**config.mk**
```make
export PLATFORM = sky130hd
export DESIGN_NAME = icache_ctrl_flat
export DESIGN_NICKNAME = d
export VERILOG_FILES = /design/src/rtl/icache_pkg.sv /design/src/rtl/icache_if.sv /design/src/rtl/icache_tag_array.sv /design/src/rtl/icache_ctrl.sv /design/src/flat_wrapper.sv
export SDC_FILE = /design/constraint.sdc
export NUM_CORES = 2
export LEC_CHECK = 0
export CORE_MARGIN = 1.5
export CORE_UTILIZATION = 50
export CTS_CLUSTER_SIZE = 28
export DETAILED_ROUTE_END_ITERATION = 10
export PLACE_DENSITY = 0.66
export SLEW_MARGIN = 20
export SYNTH_ARGS = -nofsm -noshare
export SYNTH_HDL_FRONTEND = slang
export SYNTH_HIERARCHICAL = 1
export SYNTH_SLANG_ARGS = --single-unit
```
**constraint.sdc**
```tcl
create_clock -name clk -period 10.3 [get_ports clk]
set_input_delay 1.03 -clock clk [delete_from_list [all_inputs] [get_ports clk]]
set_output_delay 1.03 -clock clk [all_outputs]
set_load 0.01 [all_outputs]
```
**src/rtl/icache_pkg.sv**
```systemverilog
// icache_pkg: FSM state encoding, geometry helpers and line-base helper
// shared by the instruction cache files.
package icache_pkg;

  localparam int DEF_ADDR_W     = 16;
  localparam int DEF_DATA_W     = 16;
  localparam int DEF_LINE_WORDS = 4;
  localparam int DEF_NUM_LINES  = 32;

  localparam logic [1:0] ST_IDLE = 2'd0;
  localparam logic [1:0] ST_REQ  = 2'd1;
  localparam logic [1:0] ST_FILL = 2'd2;
  localparam logic [1:0] ST_DONE = 2'd3;

  function automatic int off_w(input int line_words);
    return $clog2(line_words);
  endfunction

  function automatic int idx_w(input int num_lines);
    return $clog2(num_lines);
  endfunction

  function automatic int tag_w(input int addr_w,
                               input int line_words,
                               input int num_lines);
    return addr_w - idx_w(num_lines) - off_w(line_words);
  endfunction

  function automatic logic [DEF_ADDR_W-1:0] line_base(
    input logic [DEF_ADDR_W-1:0] addr,
    input int                    ow
  );
    return addr & ({DEF_ADDR_W{1'b1}} << ow);
  endfunction

endpackage

```
**src/rtl/icache_if.sv**
```systemverilog
// icache_if: fetch-side and memory-side signals of the instruction cache.
// slave = cache side; master = CPU fetch stage plus main memory.
interface icache_if
  import icache_pkg::*;
#(
  parameter int ADDR_W = DEF_ADDR_W,
  parameter int DATA_W = DEF_DATA_W
);
  logic              fetch_re;
  logic [ADDR_W-1:0] fetch_addr;
  logic              flush;
  logic [DATA_W-1:0] instr;
  logic              stall;
  logic              mem_re;
  logic [ADDR_W-1:0] mem_addr;
  logic              mem_gnt;
  logic              mem_valid;
  logic [DATA_W-1:0] mem_rdata;

  modport slave (
    input  fetch_re, fetch_addr, flush,
    input  mem_gnt, mem_valid, mem_rdata,
    output instr, stall, mem_re, mem_addr
  );

  modport master (
    output fetch_re, fetch_addr, flush,
    output mem_gnt, mem_valid, mem_rdata,
    input  instr, stall, mem_re, mem_addr
  );
endinterface

```
**src/rtl/icache_tag_array.sv**
```systemverilog
// icache_tag_array: per-line valid bits and tag RAM with combinational
// compare (match), one write port (we) and one-cycle flash clear (clr).
module icache_tag_array
  import icache_pkg::*;
#(
  parameter int NUM_LINES = DEF_NUM_LINES,
  parameter int IDX_W     = idx_w(DEF_NUM_LINES),
  parameter int TAG_W     = tag_w(DEF_ADDR_W, DEF_LINE_WORDS,
                                  DEF_NUM_LINES)
) (
  input  logic             clk,
  input  logic             rst_n,
  input  logic [IDX_W-1:0] rd_idx,
  input  logic [TAG_W-1:0] rd_tag,
  output logic             match,
  input  logic             we,
  input  logic [IDX_W-1:0] wr_idx,
  input  logic [TAG_W-1:0] wr_tag,
  input  logic             clr
);

  logic [NUM_LINES-1:0] valid;
  logic [TAG_W-1:0]     tags [NUM_LINES];

  assign match = valid[rd_idx] && (tags[rd_idx] == rd_tag);

  always_ff @(posedge clk) begin
    if (!rst_n) begin
      valid <= '0;
    end else if (clr) begin
      valid <= '0;
    end else if (we) begin
      valid[wr_idx] <= 1'b1;
    end
  end

  always_ff @(posedge clk) begin
    if (rst_n && we && !clr) begin
      tags[wr_idx] <= wr_tag;
    end
  end

endmodule

```
**src/rtl/icache_ctrl.sv**
```systemverilog
// icache_ctrl: direct-mapped instruction cache, zero-latency hit, stall
// and in-order line refill on miss. Ports: clk, rst_n, bus (icache_if),
// plus hit_cnt/miss_cnt when ICACHE_STATS_EN is defined.
module icache_ctrl
  import icache_pkg::*;
#(
  parameter int ADDR_W     = DEF_ADDR_W,
  parameter int DATA_W     = DEF_DATA_W,
  parameter int LINE_WORDS = DEF_LINE_WORDS,
  parameter int NUM_LINES  = DEF_NUM_LINES
) (
  input  logic        clk,
  input  logic        rst_n,
  icache_if.slave     bus
`ifdef ICACHE_STATS_EN
  ,
  output logic [15:0] hit_cnt,
  output logic [15:0] miss_cnt
`endif
);

  localparam int OFF_W = off_w(LINE_WORDS);
  localparam int IDX_W = idx_w(NUM_LINES);
  localparam int TAG_W = tag_w(ADDR_W, LINE_WORDS, NUM_LINES);
  localparam logic [OFF_W-1:0] LAST = OFF_W'(LINE_WORDS - 1);

  logic [1:0]        state;
  logic [OFF_W-1:0]  cnt;
  logic              pend;
  logic              mem_re_q;
  logic [ADDR_W-1:0] mem_addr_q;

  logic [DATA_W-1:0] data [NUM_LINES][LINE_WORDS];

  logic [IDX_W-1:0] idx;
  logic [TAG_W-1:0] tag;
  logic [OFF_W-1:0] off;
  logic [IDX_W-1:0] fidx;
  logic [TAG_W-1:0] ftag;
  logic             match;
  logic             hit;
  logic             start_miss;
  logic             tag_we;
  logic             tag_clr;

  assign idx  = bus.fetch_addr[OFF_W +: IDX_W];
  assign tag  = bus.fetch_addr[ADDR_W-1 -: TAG_W];
  assign off  = bus.fetch_addr[OFF_W-1:0];
  assign fidx = mem_addr_q[OFF_W +: IDX_W];
  assign ftag = mem_addr_q[ADDR_W-1 -: TAG_W];

  assign hit = (state == ST_IDLE) && match;
  assign start_miss = (state == ST_IDLE) && !bus.flush &&
                      bus.fetch_re && !hit;

  // A flush arriving in DONE also wins over validating the line.
  assign tag_clr = ((state == ST_IDLE) && bus.flush) ||
                   ((state == ST_DONE) && (pend || bus.flush));
  assign tag_we  = (state == ST_DONE) && !pend && !bus.flush;

  assign bus.instr    = hit ? data[idx][off] : '0;
  assign bus.stall    = (state != ST_IDLE) || (bus.fetch_re && !hit);
  assign bus.mem_re   = mem_re_q;
  assign bus.mem_addr = mem_addr_q;

  icache_tag_array #(
    .NUM_LINES (NUM_LINES),
    .IDX_W     (IDX_W),
    .TAG_W     (TAG_W)
  ) u_tags (
    .clk    (clk),
    .rst_n  (rst_n),
    .rd_idx (idx),
    .rd_tag (tag),
    .match  (match),
    .we     (tag_we),
    .wr_idx (fidx),
    .wr_tag (ftag),
    .clr    (tag_clr)
  );

  always_ff @(posedge clk) begin
    if (rst_n && (state == ST_FILL) && bus.mem_valid) begin
      data[fidx][cnt] <= bus.mem_rdata;
    end
  end

  always_ff @(posedge clk) begin
    if (!rst_n) begin
      state      <= ST_IDLE;
      cnt        <= '0;
      pend       <= 1'b0;
      mem_re_q   <= 1'b0;
      mem_addr_q <= '0;
    end else begin
      unique case (state)
        ST_IDLE: begin
          if (start_miss) begin
            state      <= ST_REQ;
            mem_re_q   <= 1'b1;
            mem_addr_q <= line_base(bus.fetch_addr, OFF_W);
          end
        end
        ST_REQ: begin
          if (bus.flush) pend <= 1'b1;
          if (bus.mem_gnt) begin
            state    <= ST_FILL;
            cnt      <= '0;
            mem_re_q <= 1'b0;
          end
        end
        ST_FILL: begin
          if (bus.flush) pend <= 1'b1;
          if (bus.mem_valid) begin
            cnt <= cnt + OFF_W'(1);
            if (cnt == LAST) state <= ST_DONE;
          end
        end
        ST_DONE: begin
          pend  <= 1'b0;
          state <= ST_IDLE;
        end
        default: state <= ST_IDLE;
      endcase
    end
  end

`ifdef ICACHE_STATS_EN
  always_ff @(posedge clk) begin
    if (!rst_n) begin
      hit_cnt  <= '0;
      miss_cnt <= '0;
    end else begin
      if (bus.fetch_re && hit) hit_cnt <= hit_cnt + 16'd1;
      if (start_miss) miss_cnt <= miss_cnt + 16'd1;
    end
  end
`endif

endmodule

```
**src/flat_wrapper.sv**
```systemverilog
// flat-port wrapper written by rule: the top's interface ports become plain ports
module icache_ctrl_flat import icache_pkg::*;
#(
  parameter int ADDR_W     = DEF_ADDR_W,
  parameter int DATA_W     = DEF_DATA_W,
  parameter int LINE_WORDS = DEF_LINE_WORDS,
  parameter int NUM_LINES  = DEF_NUM_LINES
)
  (clk, rst_n, bus_fetch_re, bus_fetch_addr, bus_flush, bus_mem_gnt, bus_mem_valid, bus_mem_rdata, bus_instr, bus_stall, bus_mem_re, bus_mem_addr);
  icache_if #(.ADDR_W(ADDR_W), .DATA_W(DATA_W)) bus_i ();
  input  logic clk;
  input  logic rst_n;
  input wire logic [$bits(bus_i.fetch_re)-1:0] bus_fetch_re;
  input wire logic [$bits(bus_i.fetch_addr)-1:0] bus_fetch_addr;
  input wire logic [$bits(bus_i.flush)-1:0] bus_flush;
  input wire logic [$bits(bus_i.mem_gnt)-1:0] bus_mem_gnt;
  input wire logic [$bits(bus_i.mem_valid)-1:0] bus_mem_valid;
  input wire logic [$bits(bus_i.mem_rdata)-1:0] bus_mem_rdata;
  output wire logic [$bits(bus_i.instr)-1:0] bus_instr;
  output wire logic [$bits(bus_i.stall)-1:0] bus_stall;
  output wire logic [$bits(bus_i.mem_re)-1:0] bus_mem_re;
  output wire logic [$bits(bus_i.mem_addr)-1:0] bus_mem_addr;
  assign bus_i.fetch_re = bus_fetch_re;
  assign bus_i.fetch_addr = bus_fetch_addr;
  assign bus_i.flush = bus_flush;
  assign bus_i.mem_gnt = bus_mem_gnt;
  assign bus_i.mem_valid = bus_mem_valid;
  assign bus_i.mem_rdata = bus_mem_rdata;
  assign bus_instr = bus_i.instr;
  assign bus_stall = bus_i.stall;
  assign bus_mem_re = bus_i.mem_re;
  assign bus_mem_addr = bus_i.mem_addr;
  icache_ctrl #(.ADDR_W(ADDR_W), .DATA_W(DATA_W), .LINE_WORDS(LINE_WORDS), .NUM_LINES(NUM_LINES)) u_core (.clk(clk), .rst_n(rst_n), .bus(bus_i));
endmodule
```
### After elaboration in Yosys (flattened, before gate mapping)

Memories as Yosys holds them, arrays and structs flattened.
Cells that the tools add are included.

| operators by class | value |
|---|---|
| add/sub/neg operators | 1 |
| $mul | 0 |
| div/mod/pow operators | 0 |
| $lt $le $gt $ge | 6 |
| equality and inequality tests | 10 |
| shift-type cells | 0 |
| mux-type cells | 27 |
| bitwise gates (word level) | 4 |
| reductions and logical operators | 35 |

Operators by type and width:

| kind | number |
|---|---|
| $mux 16 | 4 |
| $mux 64 | 1 |
| $bmux 16 s2 | 1 |
| $demux 16 s2 | 1 |
| $or 32x32->32 | 1 |
| $logic_and 1x1->1 | 16 |
| $lt 5x6->1 const B | 2 |
| $mux 2 | 6 |
| $eq 9x9->1 | 1 |
| $mux 1 | 8 |
| $pmux 2 s4 | 1 |
| $reduce_bool 2->1 | 4 |
| $eq 2x2->1 const B | 3 |
| $ge 3x3->1 const B | 2 |
| $ne 2x2->1 const B | 3 |
| $not 2->3 | 2 |
| $reduce_and 3->1 | 2 |
| $bmux 1 s5 | 1 |
| $demux 1 s5 | 1 |
| $ge 5x1->1 const B | 1 |
| $logic_not 1->1 | 4 |
| $ne 2x1->1 const B | 2 |
| $pmux 1 s2 | 2 |
| $pmux 2 s2 | 1 |
| 9 further kinds | 13 |

| word-level totals | value |
|---|---|
| register bits after elaboration | 52 |
| bits in latches | 0 |
| memory bits (writable) | 2336 |
| bits in read-only memories | 0 |
| input bits | 38 |
| memories | 2 |

Memory list:

| name | depth | width | read ports | clocked after memory_dff | wr ports | line | text |
|---|---|---|---|---|---|---|---|
| u_core.data | 32 | 64 | 1 | 0 | 1 | icache_ctrl.sv:33 | `logic [DATA_W-1:0] data [NUM_LINES][LINE_WORDS];` |
| u_core.u_tags.tags | 32 | 9 | 1 | 0 | 1 | icache_tag_array.sv:23 | `logic [TAG_W-1:0] tags [NUM_LINES];` |

### Depth between registers and ports, before layout

| depth | value |
|---|---|
| depth in word-level cells | 8 |
| gate-level depth with buffers | 18 |

### Cells and area by module

Netlist, hierarchy kept.

Modules (own cells, without submodules):

| module | instances | cells each | area each (um^2) | sequential area each (um^2) |
|---|---|---|---|---|
| icache_ctrl | 1 | 3757 | 79775.3 | 61899.4 |
| icache_tag_array | 1 | 608 | 12532.0 | 9288.9 |

### Least setup slack after synthesis

Ideal clock, no wire load.

| timing path | value |
|---|---|
| path type | in2out |
| from | in bus_fetch_addr[5] |
| to | out bus_instr[2] |
| arrival | 4246 ps |
| data required time | 9270 ps |
| path slack | 5024 ps |
| stages on the path | 15 |
| cells stage by stage | buf_4 > clkbuf_1 > mux4_2 > mux2_2 > o211ai_1 > xor2_1 > nand4_1 > nor4_2 > and3_1 > clkbuf_1 > nand4_1 > clkbuf_1 > o22ai_1 > nor2_1 > nand4_1 |

| on the way | value |
|---|---|
| longest elaborated chain between the ends | 5 |

Ends and longest elaborated chain:

| what | line | text |
|---|---|---|
| from (decl) | flat_wrapper.sv:14 | `input wire logic [$bits(bus_i.fetch_addr)-1:0] bus_fetch_addr;` |
| $mem_v2 32x9 / $bmux 1 s5 (equally long branches) | -- |  |
| $eq 9x9->1 / $mux 1 (equally long branches) | icache_tag_array.sv:25 | `assign match = valid[rd_idx] && (tags[rd_idx] == rd_tag);` |
| $logic_and 1x1->1 * | icache_tag_array.sv:25 |  |
| net u_core.match | icache_ctrl.sv:40 | `logic match;` |
| $logic_and 1x1->1 * | icache_ctrl.sv:52 | `assign hit = (state == ST_IDLE) && match;` |
| $mux 16 * | icache_ctrl.sv:61 | `assign bus.instr = hit ? data[idx][off] : '0;` |
| to (decl) | flat_wrapper.sv:19 | `output wire logic [$bits(bus_i.instr)-1:0] bus_instr;` |

The timed path passes the listed nets; every way through them passes the cells marked *. The select of a mux whose other input is x is not followed.

### Worst setup path in the final report

| timing path | value |
|---|---|
| from | in bus_fetch_addr[3] |
| to | out bus_instr[0] |

The elaborated chain is that of the path after synthesis.

==> results by group <==
STA
  – Fin. max-slew vios: 0
  – RSZ-0062 raised after global routing: false
  – Setup violations, final: 0
  – Final Hold Fails: 0
  – Worst-Margin Slew: 1280 ps
  – Fmax: 116 MHz
  – Skew final: between 40 and 50 ps
  – Period utilization: a little over four fifths
  – Setup TNS: 0 ps
  – Hold WS: 451 ps
  – Fin crit period: 8620 ps
  – Worst rel slew slack: roughly 14%

Placed design
  – Port Buffer Count: 69
  – GP Congestion: roughly 0.99
  – HPWL after detailed placement: 145 mm

Detailed routing
  – Drt pass-1 iters: 6
  – Remaining DRCs: 0
  – Detail Route Antenna Nets: 0
  – Met2 WL: about 110 mm
  – Routed wl met3: around 21 mm
  – DRT iter0 DRCs: 5951
  – DR top layer: met5
  – Final WL: 235 mm
  – Vias per cell: 6.25
  – Met1 WL: approximately 94 mm
  – Via count: 45500
  – Routed len/inst: 32.2 um

Clock network
  – CTS Hold Bufs: 0
  – Clock tree buffer depth: 3
  – # resized after CTS: 0
  – Clock latency on the worst-skew pair: roughly 860 ps
  – CTS tree: built
  – CTS buffer count: approximately 230
  – Post-CTS Setup Bufs: 0
  – Reg clk slew, reported paths: ~60 ps
  – Number of H-tree levels: 4
  – CTS sink count: roughly 2400
  – CTS root buffer: clkbuf_16

Setup path
  – Crit path DAT: 7590 ps
  – Worst endpoint required time: 9270 ps
  – Worst Setup Start Kind: primary input
  – Peak fanout along the critical path: 61
  – Worst setup EP type: output pin
  – WS Path Type: in -> out

Final layout
  – Register area: slightly above 70000 um2
  – Post-layout net count: roughly 4700
  – Area Growth Syn to Fin: 12.7%
  – Share of cells above drive strength 1: 23.7%
  – FILL cells: 13300
  – Area taken by multi-input logic gates: 20100 um2

Global routing
  – Total gr overflow: 0
  – Largest net degree at the start of global routing: 117
  – Vias in the first global route: ~44000
  – Initial antenna violation count: 7
  – First-pass GRT wire length: approximately 330 mm
  – GRT Overall Usage: 25.2%

Synth
  – Cells after Synth: approximately 4400
  – Yosys cell types: 61
  – Syn avg cell area: 21.1 um2
  – Register area share after synthesis: slightly below 80%
  – Leading area contributor after synthesis: edfxtp_1
  – Synth Flop Type: edfxtp_1
  – Yosys warnings: 6
  – Post-synth top area share: between 70 and 80%
  – Synth top area cells: edfxtp_1 76%, mux4_2 12%, mux2i_1 3.9%
  – Number of synthesized flops with an enable pin: about 2300
  – Mapped Area: 92300 um2
  – Seq cells post-synth: 2388
  – Asr flop ratio synth: 0%
  – Top-count cell post-synth: edfxtp_1
  – Top post-synthesis cells by count: 2336 x edfxtp_1, 487 x mux4_2, 358 x mux2i_1

Pwr
  – Leakage dissipation: between 30 and 40 nW
  – VDD IR-drop max: around 0.15 mV
  – Pwr/cell area: between 150 and 200 nW/um2

Floorplanning
  – Die Wd: 433 um
  – # rows: around 160
  – Placeable Area: around 180000 um2
  – Die ar.: 187000 um2
  – Initial Util: 50.4%
  – Die span in y: roughly 430 um
  – Number of I/O pins: between 70 and 80

Flow run
  – Max-cap violation count: 0

Worst hold path
  – Hold Crit Class: reg -> reg

Status
  – Status: finished, final reports clean
-- cell usage in the layout (no fill, tap or decap), types with 10 or more instances in the layout --
cell type	instances
a22oi_1	11
a21o_1	32
clkbuf_1	46
edfxtp_1	2336
mux2i_1	357
clkbuf_16	232
nand3_1	32
mux2_2	47
nand4_1	25
nor2b_1	29
dfxtp_1	48
bufinv_16	22
buf_4	197
clkdlybuf4s50_1	47
o22ai_1	141
a211oi_1	23
a21oi_1	18
or4_1	16
a2111oi_0	18
a22o_1	21
nor2_2	31
clkinv_2	49
nor2_4	10
clkinv_1	48
nor2_1	203
nand2_1	94
nor4_1	11
mux4_2	487
-- layer usage --
metal	vias to the layer above	GRT usage, %
met3	423	4.94
met2	2215	38.9
met4	4	9.95
met5	-	0
met1	24200	35.8
li1	18700	-
-- through the flow --
step | cells | cell area, um2 | utilization [%] | setup slack, ps | total power [mW]
after floorplan | 4366 | 92300 | - | 5020 | 11.5
after global placement | 6847 | 96500 | 52.6 | 1900 | 11.9
after detailed placement | 6847 | 96500 | 52.7 | 1830 | 12.0
after CTS | 7275 | 104000 | 56.7 | 1790 | 20.2
after global routing | 7277 | 104000 | 56.8 | 1500 | 20.6
final | 7281 | 104000 | 56.8 | 1680 | 20.0
-- worst max-delay path, cell delays in order --
cell	delay, ps
buf_8	350
buf_4	350
mux4_2	530
mux2_2	300
nand2_1	80
o2111ai_1	150
xnor2_1	190
nand4_1	140
nor4_2	950
nor4bb_1	680
nand2_1	610
a2111oi_0	700
buf_4	220
nor4_1	50
nand4_1	400
clkdlybuf4s50_1	630
-- where the power goes --
group          internal [mW]  total (mW)  switching (mW)
Sequential              10.7        10.7          0.0402
Clock                   4.72        8.30            3.58
Combinational          0.337        1.01           0.670
Total                   15.8        20.0            4.29
-- final cells by class --
class	instances	share of cell area, %
Timing Repair Buffer	258	2.08
Inverter	8	0.0313
Antenna cell	5	0.0120
Clock inverter	145	1.36
Multi-Input combinational cell	1730	19.3
Sequential cell	2388	68.4
Clock buffer	283	5.81
Tap cell	2464	2.96
-- cell families (layout without fill, tap and decap cells) --
group | Yosys count | in the layout | share of synthesized area (%)
multiplexers | 898 | 898 | 16.5
adder cells (fa/ha/maj) | 8 | 8 | 0.108
AO/OA/AOI/OAI | 302 | 302 | 2.28
buffers and inverters | 248 | 694 | 1.30
XOR/XNOR | 9 | 9 | 0.0854
flip-flops | 2388 | 2388 | 77.1
AND/OR/NAND/NOR | 511 | 511 | 2.60
other | 1 | 7 | 0.00406
-- sequential cells by signal, indices dropped and copies added (netlist names) --
name / cells
u_core/state: 2
u_core/u_tags/valid: 32
u_core/bus.mem_addr: 14
u_core/cnt: 2
u_core/bus.mem_re: 1
u_core/u_tags/tags: 288
u_core/pend: 1
u_core/data: 2048
-- path summary, 6_finish.rpt --
kind / startpoint / endpoint / slack [ps] / depth (start not counted)
setup / recovery: bus_fetch_addr[3] / bus_instr[0] / 1680 / 16
setup reg to reg: u_core/u_tags/tags[27][2] / u_core/bus.mem_addr[15] / 6240 / 10
hold / removal: u_core/u_tags/valid[14] / u_core/u_tags/valid[14] / 450 / 1
hold reg to reg: u_core/u_tags/valid[14] / u_core/u_tags/valid[14] / 450 / 1
(Power assumes the default switching activity.)
